**config.mk**
```make
export PLATFORM = sky130hd
export DESIGN_NAME = fwd_hazard_unit
export DESIGN_NICKNAME = d
export VERILOG_FILES = /design/src/rtl/miniRISC_pkg.sv /design/src/rtl/fwd_src_select.sv /design/src/rtl/fwd_hazard_unit.sv
export SDC_FILE = /design/constraint.sdc
export NUM_CORES = 1
export LEC_CHECK = 0
export ABC_CLOCK_PERIOD_IN_PS = 2250
export CORE_MARGIN = 3
export CORE_UTILIZATION = 47
export CTS_CLUSTER_DIAMETER = 60
export DETAILED_ROUTE_END_ITERATION = 8
export PLACE_DENSITY = 0.77
export SETUP_SLACK_MARGIN = 0.02
export SLEW_MARGIN = 20
export SYNTH_ARGS = -nofsm -noshare
export SYNTH_HDL_FRONTEND = slang
export SYNTH_SLANG_ARGS = --single-unit
```
**constraint.sdc**
```tcl
create_clock -name clk -period 2.25 [get_ports clk]
set_clock_uncertainty 0.05 [all_clocks]
set_input_delay 0.45 -clock clk [delete_from_list [all_inputs] [get_ports clk]]
set_output_delay 0.45 -clock clk [all_outputs]
set_load 0.02 [all_outputs]
```
**src/rtl/miniRISC_pkg.sv**
```systemverilog
// Shared miniRISC pipeline definitions: operand-select codes and register address width.
package miniRISC_pkg;

  localparam int unsigned REG_ADDR_W = 5;

  typedef logic [1:0] fwd_sel_t;

  localparam fwd_sel_t FWD_REG   = 2'b00;
  localparam fwd_sel_t FWD_EXMEM = 2'b01;
  localparam fwd_sel_t FWD_MEMWB = 2'b10;

endpackage : miniRISC_pkg

```
**src/rtl/fwd_src_select.sv**
```systemverilog
// Per-operand forwarding source match against the EX and MEM destinations; purely combinational.
// EX match outranks MEM; ex_load_match flags a load-use conflict for the hazard logic.
module fwd_src_select
  import miniRISC_pkg::*;
#(
  parameter int unsigned ADDR_W         = 5,
  parameter bit          ZERO_REG_FIXED = 1'b1
) (
  input  logic [ADDR_W-1:0] src,
  input  logic              ex_we,
  input  logic [ADDR_W-1:0] ex_dst,
  input  logic              ex_load,
  input  logic              mem_we,
  input  logic [ADDR_W-1:0] mem_dst,
  output logic [1:0]        sel,
  output logic              ex_load_match
);

  logic src_ok;
  logic ex_hit;
  logic mem_hit;

  // Register 0 is hardwired, so nothing ever produces a value worth forwarding for it.
  assign src_ok  = !(ZERO_REG_FIXED && (src == '0));
  assign ex_hit  = src_ok && ex_we && (ex_dst == src);
  assign mem_hit = src_ok && mem_we && (mem_dst == src);

  always_comb begin
    sel = FWD_REG;
    if (ex_hit) begin
      sel = FWD_EXMEM;
    end else if (mem_hit) begin
      sel = FWD_MEMWB;
    end
  end

  assign ex_load_match = ex_hit && ex_load;

endmodule : fwd_src_select

```
**src/rtl/fwd_hazard_unit.sv**
```systemverilog
// Operand forwarding / load-use stall controller: selects registered (1 cycle, aligned with EX), stall combinational.
// Load-use inserts exactly one bubble; flush also bubbles. STALL_COUNT_EN adds a saturating stall_count output.
module fwd_hazard_unit #(
  parameter int unsigned REG_ADDR_W     = miniRISC_pkg::REG_ADDR_W,
  parameter bit          ZERO_REG_FIXED = 1'b1
) (
  input  logic                  clk,
  input  logic                  rst,
  input  logic                  id_valid,
  input  logic [REG_ADDR_W-1:0] id_rs,
  input  logic [REG_ADDR_W-1:0] id_rt,
  input  logic [REG_ADDR_W-1:0] id_dst,
  input  logic                  id_reg_write,
  input  logic                  id_mem_read,
  input  logic                  flush,
  output logic [1:0]            fwd_sel_a,
  output logic [1:0]            fwd_sel_b,
  output logic                  stall
`ifdef STALL_COUNT_EN
  ,
  output logic [15:0]           stall_count
`endif
);

  import miniRISC_pkg::*;

  typedef struct packed {
    logic                  we;
    logic                  load;
    logic [REG_ADDR_W-1:0] dst;
  } ex_trk_t;

  typedef struct packed {
    logic                  we;
    logic [REG_ADDR_W-1:0] dst;
  } mem_trk_t;

  ex_trk_t  ex_q;
  mem_trk_t mem_q;

  fwd_sel_t nxt_sel_a;
  fwd_sel_t nxt_sel_b;
  logic     lu_a;
  logic     lu_b;
  logic     bubble;

  fwd_src_select #(
    .ADDR_W         (REG_ADDR_W),
    .ZERO_REG_FIXED (ZERO_REG_FIXED)
  ) u_sel_rs (
    .src           (id_rs),
    .ex_we         (ex_q.we),
    .ex_dst        (ex_q.dst),
    .ex_load       (ex_q.load),
    .mem_we        (mem_q.we),
    .mem_dst       (mem_q.dst),
    .sel           (nxt_sel_a),
    .ex_load_match (lu_a)
  );

  fwd_src_select #(
    .ADDR_W         (REG_ADDR_W),
    .ZERO_REG_FIXED (ZERO_REG_FIXED)
  ) u_sel_rt (
    .src           (id_rt),
    .ex_we         (ex_q.we),
    .ex_dst        (ex_q.dst),
    .ex_load       (ex_q.load),
    .mem_we        (mem_q.we),
    .mem_dst       (mem_q.dst),
    .sel           (nxt_sel_b),
    .ex_load_match (lu_b)
  );

  // Flush in the same cycle still shows stall; fetch redirect makes that harmless.
  assign stall  = id_valid && (lu_a || lu_b);
  assign bubble = stall || flush || !id_valid;

  always_ff @(posedge clk or posedge rst) begin
    if (rst) begin
      ex_q      <= '0;
      mem_q     <= '0;
      fwd_sel_a <= FWD_REG;
      fwd_sel_b <= FWD_REG;
    end else begin
      mem_q.we  <= ex_q.we;
      mem_q.dst <= ex_q.dst;
      if (bubble) begin
        ex_q.we   <= 1'b0;
        ex_q.load <= 1'b0;
        fwd_sel_a <= FWD_REG;
        fwd_sel_b <= FWD_REG;
      end else begin
        ex_q.we   <= id_reg_write;
        ex_q.load <= id_mem_read;
        ex_q.dst  <= id_dst;
        fwd_sel_a <= nxt_sel_a;
        fwd_sel_b <= nxt_sel_b;
      end
    end
  end

`ifdef STALL_COUNT_EN
  always_ff @(posedge clk or posedge rst) begin
    if (rst) begin
      stall_count <= 16'h0000;
    end else if (stall && (stall_count != 16'hFFFF)) begin
      stall_count <= stall_count + 16'h0001;
    end
  end
`endif

endmodule : fwd_hazard_unit

```
Word level (Yosys, flattened, before mapping)
Index checks and enable logic that the tools add are counted.
{"block": "totals", "reg_bits": 17, "in_bits": 21, "out_inout_bits": 5, "word_cells": 37}
{"block": "classes", "eq_ne": 4, "n_mux": 7, "n_reduce_logical": 19}
{"op": "$eq A5 B5 Y1", "count": 4}
{"op": "$mux W2", "count": 7}
{"op": "$logic_and A1 B1 Y1", "count": 11}
{"op": "$logic_not A5 Y1", "count": 2}
{"op": "$logic_not A1 Y1", "count": 3}
{"op": "$logic_or A1 B1 Y1", "count": 3}

Depth between registers and ports, before layout
Gate-level depths: netlist of run 1.
{"block": "depth", "ltp_word": 10, "ltp_mapped": 6, "ltp_nobuf": 5}

By module
From an unflattened synthesis of run 1, not the netlist that was laid out.
{"block": "hier_totals", "cells_unflattened": 78, "hier_area_um2": 925.9}
{"module": "fwd_hazard_unit", "instances": 1, "cells_per_inst": 32, "area_each_um2": 588.1, "seq_area_each_um2": 425.4}
{"module": "fwd_src_select", "instances": 2, "cells_per_inst": 23, "area_each_um2": 168.9, "seq_area_each_um2": 0.0}

Least setup slack after synthesis of run 1
No wires, ideal clock.
{"block": "synth_timing", "path_type": "input -> output", "start": "input port id_rt[1]", "end": "output port stall", "arrival_time_ns": 1.403, "required_time_ns": 1.750, "path_slack_ns": 0.347, "cell_stages": 5, "n_path_buf": 1, "path_cell_list": "xnor2_1 nand2_1 or3_4 buf_8 a21oi_4"}
{"block": "synth_between", "elab_chain_cells": 7, "word_cells_on_any_way": 8, "classes_between": "eq/ne (1); reduce/logical (7)"}
{"item": "start, declared", "line_no": "fwd_hazard_unit.sv:11", "source": "input logic [REG_ADDR_W-1:0] id_rt,"}
{"item": "$logic_not A5 Y1", "line_no": "fwd_src_select.sv:24", "source": "assign src_ok = !(ZERO_REG_FIXED && (src == '0));"}
{"item": "$logic_not A1 Y1", "line_no": "fwd_src_select.sv:24"}
{"item": "$logic_and A1 B1 Y1", "line_no": "fwd_src_select.sv:25", "source": "assign ex_hit = src_ok && ex_we && (ex_dst == src);"}
{"item": "$logic_and A1 B1 Y1 (*)", "line_no": "fwd_src_select.sv:25"}
{"item": "$logic_and A1 B1 Y1 (*)", "line_no": "fwd_src_select.sv:37", "source": "assign ex_load_match = ex_hit && ex_load;"}
{"item": "$logic_or A1 B1 Y1 (*)", "line_no": "fwd_hazard_unit.sv:76", "source": "assign stall = id_valid && (lu_a || lu_b);"}
{"item": "$logic_and A1 B1 Y1 (*)", "line_no": "fwd_hazard_unit.sv:76"}
{"item": "end, declared", "line_no": "fwd_hazard_unit.sv:18", "source": "output logic stall"}
Every way passes the cells marked *; elsewhere a longest branch is shown, timed or not.

Worst setup path in the final report of run 1
{"block": "layout_timing", "start": "input port id_rs[2]", "end": "output port stall"}
{"block": "layout_between", "elab_chain_cells": 7, "word_cells_on_any_way": 8, "classes_between": "eq/ne (1); reduce/logical (7)"}
{"item": "start, declared", "line_no": "fwd_hazard_unit.sv:10", "source": "input logic [REG_ADDR_W-1:0] id_rs,"}
{"item": "$logic_not A5 Y1", "line_no": "fwd_src_select.sv:24"}
{"item": "$logic_not A1 Y1", "line_no": "fwd_src_select.sv:24"}
{"item": "$logic_and A1 B1 Y1", "line_no": "fwd_src_select.sv:25"}
{"item": "$logic_and A1 B1 Y1 (*)", "line_no": "fwd_src_select.sv:25"}
{"item": "$logic_and A1 B1 Y1 (*)", "line_no": "fwd_src_select.sv:37"}
{"item": "$logic_or A1 B1 Y1 (*)", "line_no": "fwd_hazard_unit.sv:76"}
{"item": "$logic_and A1 B1 Y1 (*)", "line_no": "fwd_hazard_unit.sv:76"}
Marked as above.

==> results.json, run 1 <==
{
  "maxSlewHeadroom_pct": 57.09,
  "fillCellCount": 147,
  "fin_ws_ps": -28.37,
  "hold_class": "register to register",
  "avgSynthCellArea_sq_um": 10.95,
  "wl_per_cell_microns": 15.34,
  "drtAntennaViolNets": 0,
  "violations": "negative setup slack",
  "ys_top_cells_by_area": "dfrtp_1 (42%), xnor2_1 (8.7%), xor2_1 (8.7%)",
  "hold_viol": 0,
  "synthDistinctLibCells": 27,
  "critical-path-top-delay-family": "simple AND/OR/NAND/NOR gates",
  "crit_slowest_cell": "or3_4",
  "num_io_pins": 26,
  "antenna_found_initial": 0,
  "arrival_ps": 1780,
  "num_rows": 16,
  "setup_viol": 1,
  "tightest_slew_ps": 638.7,
  "status": "finished with violations",
  "synth_top_family_by_area": "simple AND/OR/NAND/NOR gates",
  "avgViaCountPerCell": 5.604,
  "synth_ff_type": "dfrtp_1",
  "fin_crit_sh_pct": 101.3,
  "syn_to_final_growth_pct": 45.09,
  "holdPathStages": 0,
  "cts_made_buffers": 3,
  "clk_latency_ps": 290,
  "syn_area_sq_um": 1007,
  "cts_root_buffer": "clkbuf_4",
  "rsz0062_at_grt": "true",
  "drc": 0,
  "grt_pass1_wl_microns": 4188,
  "synth-simple-area-share_pct": 22.86,
  "cts.sinks": 17,
  "core_area_sq_um": 2002,
  "drv_slew": 0,
  "drt-pass1-iter-count": 4,
  "multi_input_area_sq_um": 535.5,
  "grt_max_degree": 18,
  "fin_nets": 164,
  "netlist.area_leader.share_pct": 42.24,
  "crit_path_start_kind": "input port",
  "total_power_w": 0.0007308,
  "yosysMostFrequentCell": "dfrtp_1",
  "max-cap-violations": 0,
  "die_y_microns": 52.29,
  "crit_path_start": "id_rs[2]",
  "ctsHoldBuffers": 0,
  "synth_nets": 113,
  "path_depth": 6,
  "clkSlewWorstSetupHoldPaths_ps": 100,
  "die_w_microns": 52.29,
  "min-delay-start": "ex_q[6]$_DFF_PP0_",
  "synth_compound_area_share_pct": 12.42,
  "crit_chain": "dlygate4sd2_1 > xnor2_1 > nand2_1 > or3_4 > a21oi_4 > buf_6",
  "p_leak_nw": 0.6090,
  "syn_inst": 92,
  "place_ws_ps": -739.4,
  "reg2reg_from": "ex_q[1]$_DFFE_PP0N_",
  "htreeDepth": 1,
  "vias": 947,
  "seq_area_sq_um": 425.4,
  "yosysSeqAreaShare_pct": 42.24,
  "critical-path-max-stage-delay_ps": 420,
  "critPathBufInv": 2,
  "end_kind": "primary output",
  "start_util_pct": 50.31,
  "yosysTopAreaCell": "dfrtp_1",
  "crit_type": "input port to primary output",
  "synth_seq_cells": 17,
  "overflow": 0,
  "synthMuxAreaShare_pct": 0,
  "grt_pass1_vias": 941,
  "gr-usage-all-layers_pct": 20.66,
  "yosys_warnings": 0,
  "period_minus_slack_ps": 2278,
  "crit_fanout": 3,
  "synthAdderAreaFrac_pct": 0,
  "synth_edf_count": 0,
  "cp.required_ps": 1750,
  "portBuffers": 25,
  "dieArea_sq_um": 2734,
  "n_antenna_cell": 0,
  "fmax_mhz": 438.9,
  "dp_hpwl_microns": 1952,
  "reg2reg_depth": 7,
  "synth_xor_area_share_pct": 17.39,
  "synth_commonest_cells": "dfrtp_1 (17), xnor2_1 (10), xor2_1 (10)",
  "ir_drop_uv": 424.6,
  "cts_tree": "done",
  "drt_iter0_markers": 14,
  "clock_path_buffers": 2,
  "powerDensity_nw_per_um2": 500.1,
  "drive_above_1_share_pct": 28.87,
  "drt_wl_total_microns": 2593,
  "globalplace.congestion": 0.8776,
  "async_flop_share_pct": 100.0
}
-- registers in the layout, summed over array words and instances (netlist names) --
signal     count
fwd_sel_b      2
ex_q           7
mem_q          6
fwd_sel_a      2
-- final cells by class --
type                            count  area share, %
Clock buffer                        3          1.541
Inverter                            1         0.2568
Timing Repair Buffer               51          29.79
Tap cell                           27          2.312
Multi-Input combinational cell     69          36.64
Sequential cell                    17          29.11
Clock inverter                      1         0.3425
-- layout by cell type (no fill, tap or decap), types with 3 or more instances in the layout --
master / count
clkbuf_4: 3
xor2_1: 10
nand3_1: 5
clkdlybuf4s50_1: 14
buf_4: 26
dfrtp_1: 17
nand4_1: 7
xnor2_1: 10
dlygate4sd2_1: 9
o2111ai_1: 5
a22oi_1: 5
nand2_1: 5
nor3_1: 4
-- power by group --
group | leakage, nW | switching, W | internal, W
Combinational | 0.380 | 0.0000860 | 0.000117
Sequential | 0.211 | 0.0000308 | 0.000334
Clock | 0.0177 | 0.0000968 | 0.0000660
-- metrics by stage --
step	util [%]	cells	TNS, ps	area, sq um	hold slack, ps
after floorplan	-	92	0	1007	323.5
final	73.00	169	-28.37	1461	375.7
after global routing	73.00	169	-124.7	1461	387.8
after global placement	70.38	161	-765.8	1409	354.8
after CTS	72.25	167	-12.03	1446	374.8
after detailed placement	70.38	161	-1110	1409	350.6
-- worst reg2reg max path, delay by kind of cell (launching register included) --
family | cells | cell delay [ps]
AO/OA/AOI/OAI | 1 | 180
XOR/XNOR | 1 | 150
buffers and inverters | 2 | 280
flip-flops | 1 | 420
AND/OR/NAND/NOR | 3 | 730
-- path summary, 6_finish.rpt --
check / to / slack (ps)
max: stall / -30
min: mem_q[5]$_DFF_PP0_ / 380
max reg2reg: ex_q[0]$_DFFE_PP0N_ / 390
min reg2reg: mem_q[5]$_DFF_PP0_ / 380
max in group asynchronous: ex_q[4]$_DFFE_PP0N_ / 1250
min in group asynchronous: fwd_sel_b[1]$_DFF_PP0_ / 490
-- layer usage --
metal  share of wire [%]  vias up  routed length, microns  GRT usage [%]
met5                   0        -                       0              0
met4                0.93        0                      24          8.936
met3                 5.8        4                     150          4.274
met2                  50       36                    1285          33.68
met1                  44      461                    1131          26.16
li1                    -      446                       -              -
-- cell families (layout without fill, tap and decap cells) --
kind of cell | after synthesis | count (layout)
xor gates and xnor gates | 20 | 20
DFF | 17 | 17
and+or+nand+nor | 35 | 35
AOI/OAI and AO/OA | 14 | 14
buffers and inverters | 6 | 56
-- repair_timing --
item	in CTS	in global routing
resized for setup	18	0
setup endpoints to repair	1	1
pin swaps	7	3
buffers inserted	2	2
hold endpoints to repair	0	0
No activity file was read; power rests on OpenSTA's default activity.
==> run 2, diff against run 1 <==
--- a/config.mk
+++ b/config.mk
@@ -12,6 +12,7 @@
 export DETAILED_ROUTE_END_ITERATION = 8
 export PLACE_DENSITY = 0.77
 export SETUP_SLACK_MARGIN = 0.02
+export SKIP_CTS_REPAIR_TIMING = 1
 export SLEW_MARGIN = 20
 export SYNTH_ARGS = -nofsm -noshare
 export SYNTH_HDL_FRONTEND = slang
==> results.json, run 2 (synthesized netlist as in run 1, its figures left out) <==
{
  "status": "finished with violations",
  "violations": "negative setup slack",
  "fin_nets": 161,
  "crit_fanout": 3,
  "tightest_slew_ps": 641.4,
  "fin_ws_ps": -18.25,
  "hold-path-endpoint": "mem_q[5]$_DFF_PP0_",
  "drc": 0,
  "final_core_util_pct": 73.69,
  "crit_path_start": "ex_q[4]$_DFFE_PP0N_",
  "syn_to_final_growth_pct": 46.46,
  "maxSlewHeadroom_pct": 56.91,
  "grt_pass1_vias": 929,
  "reg2reg_depth": 6,
  "drv_slew": 0,
  "num_io_pins": 26,
  "vias": 940,
  "drt_wl_total_microns": 2486,
  "drt_iter0_markers": 26,
  "critical-path-max-stage-delay_ps": 440,
  "htreeDepth": 1,
  "powerDensity_nw_per_um2": 488.9,
  "critPathBufInv": 1,
  "dieArea_sq_um": 2734,
  "hold_ws_ps": 369.4,
  "crit_chain": "xnor2_1 > nand4_1 > or3_4 > a21oi_4 > buf_6",
  "end_kind": "primary output",
  "place_ws_ps": -739.4,
  "core_area_sq_um": 2002,
  "crit_type": "register to primary output",
  "num_rows": 16,
  "cp.required_ps": 1750,
  "critical-path-top-delay-family": "simple AND/OR/NAND/NOR gates",
  "reg2reg_setup_slack_ps": 460,
  "reg2reg_from": "ex_q[2]$_DFFE_PP0N_",
  "setup_viol": 1,
  "antenna_found_initial": 0,
  "tns_ps": -18.25,
  "dp_hpwl_microns": 1952,
  "fin_crit_sh_pct": 100.8,
  "clock_path_buffers": 2,
  "hold_class": "register to register",
  "reg_top3": "ex_q x7, mem_q x6",
  "rr_endpoint": "ex_q[0]$_DFFE_PP0N_",
  "rsz0062_at_grt": "true",
  "drt-pass1-iter-count": 4,
  "arrival_ps": 1770,
  "cts_made_buffers": 3,
  "crit_slowest_cell": "dfrtp_1",
  "overflow": 0,
  "holdPathStages": 0,
  "largest_register_ffs": 7,
  "min-delay-start": "ex_q[6]$_DFF_PP0_",
  "die_w_microns": 52.29,
  "p_leak_nw": 0.6743,
  "layout_common_cells": "buf_4 (23), dfrtp_1 (17), clkdlybuf4s50_1 (14)",
  "clk_latency_ps": 280,
  "drive_above_1_share_pct": 27.34,
  "fillCellCount": 143,
  "grt_pass1_wl_microns": 4112,
  "ir_drop_uv": 420.5,
  "clkSlewWorstSetupHoldPaths_ps": 100,
  "regMostFlops": "ex_q",
  "globalplace.congestion": 0.8776,
  "avgViaCountPerCell": 5.663,
  "max-cap-violations": 0,
  "cts.sinks": 17,
  "final_common_cell": "buf_4",
  "wl_per_cell_microns": 14.98,
  "portBuffers": 25,
  "fmax_mhz": 440.9,
  "drtAntennaViolNets": 0,
  "grt_max_degree": 18,
  "crit_path_start_kind": "register",
  "die_y_microns": 52.29,
  "hold_viol": 0,
  "cts_root_buffer": "clkbuf_4",
  "start_util_pct": 50.31,
  "gr-usage-all-layers_pct": 20.30,
  "cts_tree": "done",
  "period_minus_slack_ps": 2268,
  "n_antenna_cell": 0
}
-- run 2: cell types whose count changed in the layout (fill, tap and decap cells not counted) --
cell	change
dlymetal6s2s_1	+10
dlygate4sd2_1	-9
buf_4	-3
clkdlybuf4s15_1	-1
-- run 2: layout make-up --
type / instances / area (sq um) / share of cell area [%]
clock buffers: 3 / 22.52 / 1.527
clock inverters: 1 / 5.005 / 0.3393
inverters: 1 / 3.754 / 0.2545
multi-input cells: 69 / 535.5 / 36.30
flip-flops and latches: 17 / 425.4 / 28.84
well taps: 27 / 33.78 / 2.290
repair buffers: 48 / 449.2 / 30.45
-- run 2: per-layer routing --
layer / wire length, microns / up-vias / share of wire [%] / global-route usage, %
met2: 1240 / 55 / 50 / 33.06
met4: 38 / 0 / 1.5 / 8.936
met1: 971 / 442 / 39 / 25.63
met5: 0 / - / 0 / 0
met3: 235 / 6 / 9.5 / 4.274
li1: - / 437 / - / -
-- run 2: worst max path at each step --
stage / endpoint / slack, ps / depth (start not counted)
global placement: stall / -690 / 6
CTS: stall / -750 / 6
floorplan: stall / 350 / 5
finish: stall / -20 / 5
detailed placement: stall / -740 / 6
global route: stall / -160 / 5
-- run 2: through the flow --
| stage | power [W] | instances | instance area [sq um] |
|---|---|---|---|
| floorplan | 0.0004647 | 92 | 1007 |
| global placement | 0.0005632 | 161 | 1409 |
| detailed placement | 0.0005686 | 161 | 1409 |
| CTS | 0.0007316 | 165 | 1436 |
| global route | 0.0007770 | 166 | 1475 |
| finish | 0.0007212 | 166 | 1475 |
-- run 2: where the power goes --
group | switching (W) | total [W] | internal [W]
Combinational | 0.0000817 | 0.000195 | 0.000114
Clock | 0.0000943 | 0.000160 | 0.0000660
Sequential | 0.0000314 | 0.000365 | 0.000334
Total | 0.000207 | 0.000721 | 0.000514
-- run 2: worst reg2reg max path, stage by stage (launching register included) --
cell and delay (ps):
dfrtp_1 440, xnor2_1 160, nand2_1 90, buf_4 130, nor3_1 520, o2111ai_1 230, nand3_1 110
==> run 3, diff against run 2 <==
--- a/config.mk
+++ b/config.mk
@@ -6,13 +6,13 @@
 export NUM_CORES = 1
 export LEC_CHECK = 0
 export ABC_CLOCK_PERIOD_IN_PS = 2250
+export CAP_MARGIN = 10
 export CORE_MARGIN = 3
 export CORE_UTILIZATION = 47
 export CTS_CLUSTER_DIAMETER = 60
 export DETAILED_ROUTE_END_ITERATION = 8
 export PLACE_DENSITY = 0.77
 export SETUP_SLACK_MARGIN = 0.02
-export SKIP_CTS_REPAIR_TIMING = 1
 export SLEW_MARGIN = 20
 export SYNTH_ARGS = -nofsm -noshare
 export SYNTH_HDL_FRONTEND = slang
==> results of run 3 <==
Same layout as run 1: the final DEF is identical, and so are final timing and power.
